<file path="config.mk">
export PLATFORM = sky130hd
export DESIGN_NAME = noc_resp_deframer_flat
export DESIGN_NICKNAME = d
export VERILOG_FILES = /design/src/rtl/noc_resp_deframer_if.sv /design/src/rtl/noc_resp_deframer.sv /design/src/flat_wrapper.sv
export SDC_FILE = /design/constraint.sdc
export NUM_CORES = 1
export LEC_CHECK = 0
export ABC_AREA = 1
export CAP_MARGIN = 20
export CORE_ASPECT_RATIO = 1.25
export CORE_MARGIN = 4
export CORE_UTILIZATION = 40
export DETAILED_ROUTE_END_ITERATION = 10
export HOLD_SLACK_MARGIN = 0.12
export PLACE_DENSITY_LB_ADDON = 0.05
export RECOVER_POWER = 100
export SYNTH_ARGS = -nofsm -noshare
export SYNTH_HDL_FRONTEND = slang
export SYNTH_SLANG_ARGS = --single-unit
</file>
<file path="constraint.sdc">
create_clock -name clk -period 4.4 [get_ports clk]
set_clock_uncertainty 0.2 [all_clocks]
set_input_delay 0.88 -clock clk [delete_from_list [all_inputs] [get_ports clk]]
set_output_delay 0.88 -clock clk [all_outputs]
set_load 0.03 [all_outputs]
</file>
<file path="src/rtl/noc_resp_deframer_if.sv">
// Stream input plus header/payload valid-ready channels of the NoC response deframer.
// master = deframer side, slave = stream source / consumer side.
interface noc_resp_deframer_if #(
  parameter int LW = 5
);
  logic          noc_from_dev_ctl;
  logic [7:0]    noc_from_dev_data;
  logic          hdr_valid;
  logic          hdr_ready;
  logic [7:0]    hdr_cmd;
  logic [LW-1:0] hdr_len;
  logic          hdr_err;
  logic          pl_valid;
  logic          pl_ready;
  logic [7:0]    pl_data;
  logic          pl_last;

  modport master (
    input  noc_from_dev_ctl, noc_from_dev_data, hdr_ready, pl_ready,
    output hdr_valid, hdr_cmd, hdr_len, hdr_err, pl_valid, pl_data, pl_last
  );

  modport slave (
    output noc_from_dev_ctl, noc_from_dev_data, hdr_ready, pl_ready,
    input  hdr_valid, hdr_cmd, hdr_len, hdr_err, pl_valid, pl_data, pl_last
  );
endinterface

</file>
<file path="src/rtl/noc_resp_deframer.sv">
// Parses the switch response stream into packets, buffers whole packets and exposes them on header/payload channels.
// Optional NOC_RESP_DEFRAMER_STATS_EN adds saturating commit/drop counters.
module noc_resp_deframer #(
  parameter int MAX_LEN   = 16,
  parameter int BUF_DEPTH = 64,
  parameter int HDR_DEPTH = 4
) (
  input  logic                clk,
  input  logic                reset_n,
  noc_resp_deframer_if.master bus
`ifdef NOC_RESP_DEFRAMER_STATS_EN
  ,
  output logic [15:0]         stat_pkt_cnt,
  output logic [15:0]         stat_drop_cnt
`endif
);
  localparam int LW  = $clog2(MAX_LEN + 1);
  localparam int AW  = $clog2(BUF_DEPTH);
  localparam int PW  = AW + 1;
  localparam int HAW = $clog2(HDR_DEPTH);
  localparam int HPW = HAW + 1;
  localparam logic [PW-1:0]  USED_LIM = PW'(BUF_DEPTH - MAX_LEN);
  localparam logic [HPW:0]   HDR_LIM  = (HPW + 1)'(HDR_DEPTH);
  localparam logic [LW-1:0]  LEN_MAX  = LW'(MAX_LEN);

  typedef enum logic [1:0] {IDLE = 2'd0, RECV = 2'd1, DROP = 2'd2} state_t;

  state_t         state_r, state_nxt_s;
  logic [7:0]     cmd_r;
  logic [LW-1:0]  len_r;
  logic           err_r;
  logic [PW-1:0]  wr_ptr_r, commit_ptr_r, rd_ptr_r, used_s;
  logic [HPW-1:0] hdr_wr_r, hdr_rd_r, hdr_cnt_s;

  logic [7:0]     buf_data_r [BUF_DEPTH];
  logic           buf_last_r [BUF_DEPTH];
  logic [7:0]     hdr_cmd_mem_r [HDR_DEPTH];
  logic [LW-1:0]  hdr_len_mem_r [HDR_DEPTH];
  logic           hdr_err_mem_r [HDR_DEPTH];

  logic is_cmd_s, is_nop_s, is_dat_s;
  logic commit_s, wr_en_s, trunc_s, start_s, load_s, drop_s;
  logic buf_room_s, hdr_room_s;
  logic pl_valid_s, hdr_valid_s, pl_pop_s, hdr_pop_s;
  logic [AW-1:0] last_idx_s;

  assign is_cmd_s    = bus.noc_from_dev_ctl && (bus.noc_from_dev_data != 8'h00);
  assign is_nop_s    = bus.noc_from_dev_ctl && (bus.noc_from_dev_data == 8'h00);
  assign is_dat_s    = !bus.noc_from_dev_ctl;
  assign used_s      = wr_ptr_r - rd_ptr_r;
  assign hdr_cnt_s   = hdr_wr_r - hdr_rd_r;
  assign buf_room_s  = (used_s <= USED_LIM);
  assign last_idx_s  = wr_ptr_r[AW-1:0] - AW'(1);
  assign pl_valid_s  = (rd_ptr_r != commit_ptr_r);
  assign hdr_valid_s = (hdr_wr_r != hdr_rd_r);
  assign pl_pop_s    = pl_valid_s && bus.pl_ready;
  assign hdr_pop_s   = hdr_valid_s && bus.hdr_ready;

  // Outputs are forced to zero whenever nothing is presented, which also covers reset.
  assign bus.pl_valid  = pl_valid_s;
  assign bus.pl_data   = pl_valid_s ? buf_data_r[rd_ptr_r[AW-1:0]] : 8'h00;
  assign bus.pl_last   = pl_valid_s ? buf_last_r[rd_ptr_r[AW-1:0]] : 1'b0;
  assign bus.hdr_valid = hdr_valid_s;
  assign bus.hdr_cmd   = hdr_valid_s ? hdr_cmd_mem_r[hdr_rd_r[HAW-1:0]] : 8'h00;
  assign bus.hdr_len   = hdr_valid_s ? hdr_len_mem_r[hdr_rd_r[HAW-1:0]] : {LW{1'b0}};
  assign bus.hdr_err   = hdr_valid_s ? hdr_err_mem_r[hdr_rd_r[HAW-1:0]] : 1'b0;

  // Next-state and datapath strobes; a CMD seen in RECV commits and re-admits in the same cycle.
  always_comb begin
    state_nxt_s = state_r;
    commit_s    = 1'b0;
    wr_en_s     = 1'b0;
    trunc_s     = 1'b0;
    start_s     = 1'b0;
    load_s      = 1'b0;
    drop_s      = 1'b0;
    hdr_room_s  = 1'b0;
    case (state_r)
      IDLE: begin
        if (is_cmd_s) start_s = 1'b1;
        else          start_s = 1'b0;
      end
      RECV: begin
        if (is_dat_s) begin
          if (len_r < LEN_MAX) wr_en_s = 1'b1;
          else                 trunc_s = 1'b1;
        end else if (is_nop_s) begin
          commit_s    = 1'b1;
          state_nxt_s = IDLE;
        end else begin
          commit_s = 1'b1;
          start_s  = 1'b1;
        end
      end
      DROP: begin
        if (is_nop_s)      state_nxt_s = IDLE;
        else if (is_cmd_s) start_s     = 1'b1;
        else               state_nxt_s = DROP;
      end
      default: state_nxt_s = IDLE;
    endcase
    // A header pushed this cycle occupies a slot; a same-cycle pop is not credited.
    hdr_room_s = (({1'b0, hdr_cnt_s} + {{HPW{1'b0}}, commit_s}) < HDR_LIM);
    if (start_s) begin
      if (buf_room_s && hdr_room_s) begin
        load_s      = 1'b1;
        state_nxt_s = RECV;
      end else begin
        drop_s      = 1'b1;
        state_nxt_s = DROP;
      end
    end else begin
      load_s = 1'b0;
    end
  end

  // FSM state, packet accumulator and all buffer/FIFO pointers.
  always_ff @(posedge clk or negedge reset_n) begin
    if (!reset_n) begin
      state_r      <= IDLE;
      cmd_r        <= 8'h00;
      len_r        <= {LW{1'b0}};
      err_r        <= 1'b0;
      wr_ptr_r     <= {PW{1'b0}};
      commit_ptr_r <= {PW{1'b0}};
      rd_ptr_r     <= {PW{1'b0}};
      hdr_wr_r     <= {HPW{1'b0}};
      hdr_rd_r     <= {HPW{1'b0}};
    end else begin
      state_r <= state_nxt_s;
      if (load_s) begin
        cmd_r <= bus.noc_from_dev_data;
        len_r <= {LW{1'b0}};
        err_r <= 1'b0;
      end else if (wr_en_s) begin
        len_r <= len_r + LW'(1);
      end else if (trunc_s) begin
        err_r <= 1'b1;
      end
      if (wr_en_s)   wr_ptr_r     <= wr_ptr_r + PW'(1);
      if (commit_s)  commit_ptr_r <= wr_ptr_r;
      if (commit_s)  hdr_wr_r     <= hdr_wr_r + HPW'(1);
      if (pl_pop_s)  rd_ptr_r     <= rd_ptr_r + PW'(1);
      if (hdr_pop_s) hdr_rd_r     <= hdr_rd_r + HPW'(1);
    end
  end

  // Storage arrays; contents are only observable through the valid-gated read ports.
  always_ff @(posedge clk) begin
    if (wr_en_s) begin
      buf_data_r[wr_ptr_r[AW-1:0]] <= bus.noc_from_dev_data;
      buf_last_r[wr_ptr_r[AW-1:0]] <= 1'b0;
    end
    if (commit_s && (len_r != {LW{1'b0}})) buf_last_r[last_idx_s] <= 1'b1;
    if (commit_s) begin
      hdr_cmd_mem_r[hdr_wr_r[HAW-1:0]] <= cmd_r;
      hdr_len_mem_r[hdr_wr_r[HAW-1:0]] <= len_r;
      hdr_err_mem_r[hdr_wr_r[HAW-1:0]] <= err_r;
    end
  end

`ifdef NOC_RESP_DEFRAMER_STATS_EN
  // Saturating packet and drop counters.
  always_ff @(posedge clk or negedge reset_n) begin
    if (!reset_n) begin
      stat_pkt_cnt  <= 16'h0000;
      stat_drop_cnt <= 16'h0000;
    end else begin
      if (commit_s && (stat_pkt_cnt != 16'hFFFF))  stat_pkt_cnt  <= stat_pkt_cnt + 16'h0001;
      if (drop_s && (stat_drop_cnt != 16'hFFFF))   stat_drop_cnt <= stat_drop_cnt + 16'h0001;
    end
  end
`endif
endmodule

</file>
<file path="src/flat_wrapper.sv">
// flat-port wrapper written by rule: the top's interface ports become plain ports
module noc_resp_deframer_flat 
#(
  parameter int MAX_LEN   = 16,
  parameter int BUF_DEPTH = 64,
  parameter int HDR_DEPTH = 4
)
  (clk, reset_n, bus_noc_from_dev_ctl, bus_noc_from_dev_data, bus_hdr_ready, bus_pl_ready, bus_hdr_valid, bus_hdr_cmd, bus_hdr_len, bus_hdr_err, bus_pl_valid, bus_pl_data, bus_pl_last);
  noc_resp_deframer_if #(.LW(5)) bus_i ();
  input  logic clk;
  input  logic reset_n;
  input wire logic [$bits(bus_i.noc_from_dev_ctl)-1:0] bus_noc_from_dev_ctl;
  input wire logic [$bits(bus_i.noc_from_dev_data)-1:0] bus_noc_from_dev_data;
  input wire logic [$bits(bus_i.hdr_ready)-1:0] bus_hdr_ready;
  input wire logic [$bits(bus_i.pl_ready)-1:0] bus_pl_ready;
  output wire logic [$bits(bus_i.hdr_valid)-1:0] bus_hdr_valid;
  output wire logic [$bits(bus_i.hdr_cmd)-1:0] bus_hdr_cmd;
  output wire logic [$bits(bus_i.hdr_len)-1:0] bus_hdr_len;
  output wire logic [$bits(bus_i.hdr_err)-1:0] bus_hdr_err;
  output wire logic [$bits(bus_i.pl_valid)-1:0] bus_pl_valid;
  output wire logic [$bits(bus_i.pl_data)-1:0] bus_pl_data;
  output wire logic [$bits(bus_i.pl_last)-1:0] bus_pl_last;
  assign bus_i.noc_from_dev_ctl = bus_noc_from_dev_ctl;
  assign bus_i.noc_from_dev_data = bus_noc_from_dev_data;
  assign bus_i.hdr_ready = bus_hdr_ready;
  assign bus_i.pl_ready = bus_pl_ready;
  assign bus_hdr_valid = bus_i.hdr_valid;
  assign bus_hdr_cmd = bus_i.hdr_cmd;
  assign bus_hdr_len = bus_i.hdr_len;
  assign bus_hdr_err = bus_i.hdr_err;
  assign bus_pl_valid = bus_i.pl_valid;
  assign bus_pl_data = bus_i.pl_data;
  assign bus_pl_last = bus_i.pl_last;
  noc_resp_deframer #(.MAX_LEN(MAX_LEN), .BUF_DEPTH(BUF_DEPTH), .HDR_DEPTH(HDR_DEPTH)) u_core (.clk(clk), .reset_n(reset_n), .bus(bus_i));
endmodule
</file>
==> impl_results.md <==
* Dominant cell by count in the synthesized netlist: nand2_1
* Critical Path AT at 3.18 ns
* Pleak at 13.6 nW
* Failing checks: max-capacitance violations, max-slew violations
* Filler cells at 7006
* Worst-path clk slew at 0.06 ns
* Synth top area share at 63.6%
* Synth cell types at 36
* Min-delay worst type: flop to flop
* RSZ-0062 raised after global routing: true
* Hold Slack at 0.300 ns
* DRC Markers at 0
* Post-Synth Adder-Cell Area at 0.822%
* Die area at 79000 um2
* Final setup violation count at 0
* Area leader, netlist: edfxtp_1
* Die outline height at 313 um
* H-tree Lvls at 3
* Rows at 111
* Worst VDD drop at 730 uV
* Largest family of logic cells by synthesized area: simple AND/OR/NAND/NOR gates
* Clk_lat worst skew at 0.61 ns
* Fin nets at 3079
* # port buffers at 37
* Mean Syn Cell Area at 10.1 um2
* Fin. Hold Viols at 0
* Initial DRT Pass Iterations at 6
* Period utilization at 96.7%
* Die span in x at 252 um
* Worst-Margin Slew at 2.32 ns
* Min cycle time layout at 4.26 ns
* Cts hold-fix bufs at 0
* Max-Cap Viols at 8
* Cts bufs inserted at 71
* GRT Util Overall at 21.9%
* Core area at 73600 um2
* I/O Pins at 38
* Routability cong. at 0.903
* Max Freq at 0.235 GHz
* Largest cells by area after synthesis: edfxtp_1 64%, nand2_1 12%, nand3_1 5.0%, nor2_1 4.4%, inv_1 3.9%
* Mapped Nets at 2993
* Drt first-iter violations at 1755
* Compound-Gate Fraction of Synth Area at 2.56%
* Post-synthesis mux area share at 0%
* Rel. slew slack at -54.5%
* PostCTS Resize Cnt at 6
* PwrDens at 641 nW/um2
* Share of layout cells above drive strength 1 at 6.38%
* Async S/R FF share, synth at 6.37%
* Most frequent cells after synthesis: 938 x nand2_1, 632 x edfxtp_1, 353 x nor2_1
* Final instance area at 33800 um2
* Post-detail-place hpwl at 53700 um
* Fin. max-slew vios at 459
* Vias in the first global route at 20.4k
* Syn. warnings at 0
* Routed Antenna Nets at 0
* Initial Util at 40.5%
* TritonCTS clock tree: done
* Setup slack, reg-to-reg at 0.82 ns
* Initial antenna violation count at 4
* CTS Sinks at 675
* CP Capture Type: output pin
* Xor/xnor share of the synthesized area at 0.768%
* Total setup buffers inserted after CTS at 0
* Vias at 20.5k
* DR WL/cell at 21.3 um
* Routed WL at 86500 um
* CP Launch Type: flop
* Largest net degree at the start of global routing at 132
* Setup TNS at 0 ns
* Grt ovf at 0
* Area Growth Syn to Fin at 13.3%
* Flops & latches, synth at 675
* CTS root buffer: clkbuf_16
* Primary FF master, synth: edfxtp_1
* Via density at 5.04
* Post-Syn Area at 29800 um2
* DP Area at 31900 um2
* Simple-gate share of the synthesized area at 22.4%
* First-pass GRT wire length at 130000 um
* Outcome: complete, but fails checks
* Worst path required time at 3.32 ns
* Number of synthesized flops with an enable pin at 632
* Post-Syn Instances at 2961
* Post-synthesis sequential area ratio at 67.2%
* Worst-case clock buffer depth at 3
* Crit path kind: flop to output pin
* Crit path max fanout at 60
-- cells by family after synthesis --
family / count (synthesis)
and+or+nand+nor: 1631
DFF: 675
buffers and inverters: 463
AOI/OAI and AO/OA: 149
xor gates and xnor gates: 24
adders and majority gates: 19
-- power breakdown --
group          switching (mW)  total [mW]  internal (mW)
registers               0.247        7.49           7.25
clock network            2.49        6.01           3.52
logic                    5.70        8.17           2.46
-- worst max-delay path, stage by stage, from the launching register on --
cell,delay (ns)
dfrtp_4,0.52
inv_8,0.21
buf_16,0.28
nand3_1,0.12
nand3_1,0.16
nand3_1,0.26
nand2_1,0.13
nand2_1,0.06
nand2_1,0.11
inv_1,0.05
a21oi_2,0.36
buf_12,0.18
-- metal layers --
metal	track usage, %	part of all wire [%]	vias up
met3	2.87	4.9	126
met1	29.1	43	9956
met4	8.25	3.5	0
li1	-	-	9860
met2	36.8	49	542
met5	0	0	-
-- state kept, by name, summed over array words and instances (netlist names) --
register	count
u_core.buf_data_r	512
u_core.buf_last_r	64
u_core.cmd_r	8
u_core.commit_ptr_r	7
u_core.err_r	1
u_core.hdr_cmd_mem_r	32
u_core.hdr_err_mem_r	4
u_core.hdr_len_mem_r	20
u_core.hdr_rd_r	3
u_core.hdr_wr_r	3
u_core.len_r	5
u_core.rd_ptr_r	7
u_core.state_r	2
u_core.wr_ptr_r	7
-- layout make-up --
| class | count | area (um2) | area share, % |
|---|---|---|---|
| flip-flops and latches | 675 | 20100 | 59.4 |
| well taps | 960 | 1200 | 3.55 |
| inverters | 329 | 1260 | 3.73 |
| diodes | 3 | 7.51 | 0.0222 |
| clock inverters | 36 | 313 | 0.926 |
| multi-input cells | 1823 | 7900 | 23.4 |
| clock buffers | 94 | 2010 | 5.95 |
| repair buffers | 147 | 1040 | 3.07 |
-- metrics by stage --
stage                     util (%)  instances  power (mW)  setup WS (ns)
after floorplan                  -       2961        12.6          0.944
after global placement        43.3       3934        16.0          0.460
after detailed placement      43.3       3934        16.0          0.520
after CTS                     46.5       4064        22.1         0.0137
after global routing          45.9       4065        23.0       -0.00259
final                         45.9       4067        21.7          0.143
-- path summary, 6_finish.rpt --
path                                    start                    end  cells past startpoint
max reg2reg                 u_core.state_r[1]  u_core.buf_last_r[39]                     10
min in group asynchronous             reset_n        u_core.cmd_r[4]                      1
max in group asynchronous             reset_n     u_core.hdr_rd_r[1]                      2
min reg2reg                u_core.hdr_wr_r[2]     u_core.hdr_wr_r[2]                      1
max                        u_core.rd_ptr_r[1]         bus_pl_data[5]                     11
min                        u_core.hdr_wr_r[2]     u_core.hdr_wr_r[2]                      1
-- cells in the final DEF (no fill, tap or decap), drive strengths merged, types with 36 or more instances in the layout --
cell type / count
nand2: 942
edfxtp: 632
nor2: 356
inv: 326
nand3: 300
clkbuf: 187
o21ai: 107
dfrtp: 43
a21oi: 40
buf: 36
(Power assumes the default switching activity.)
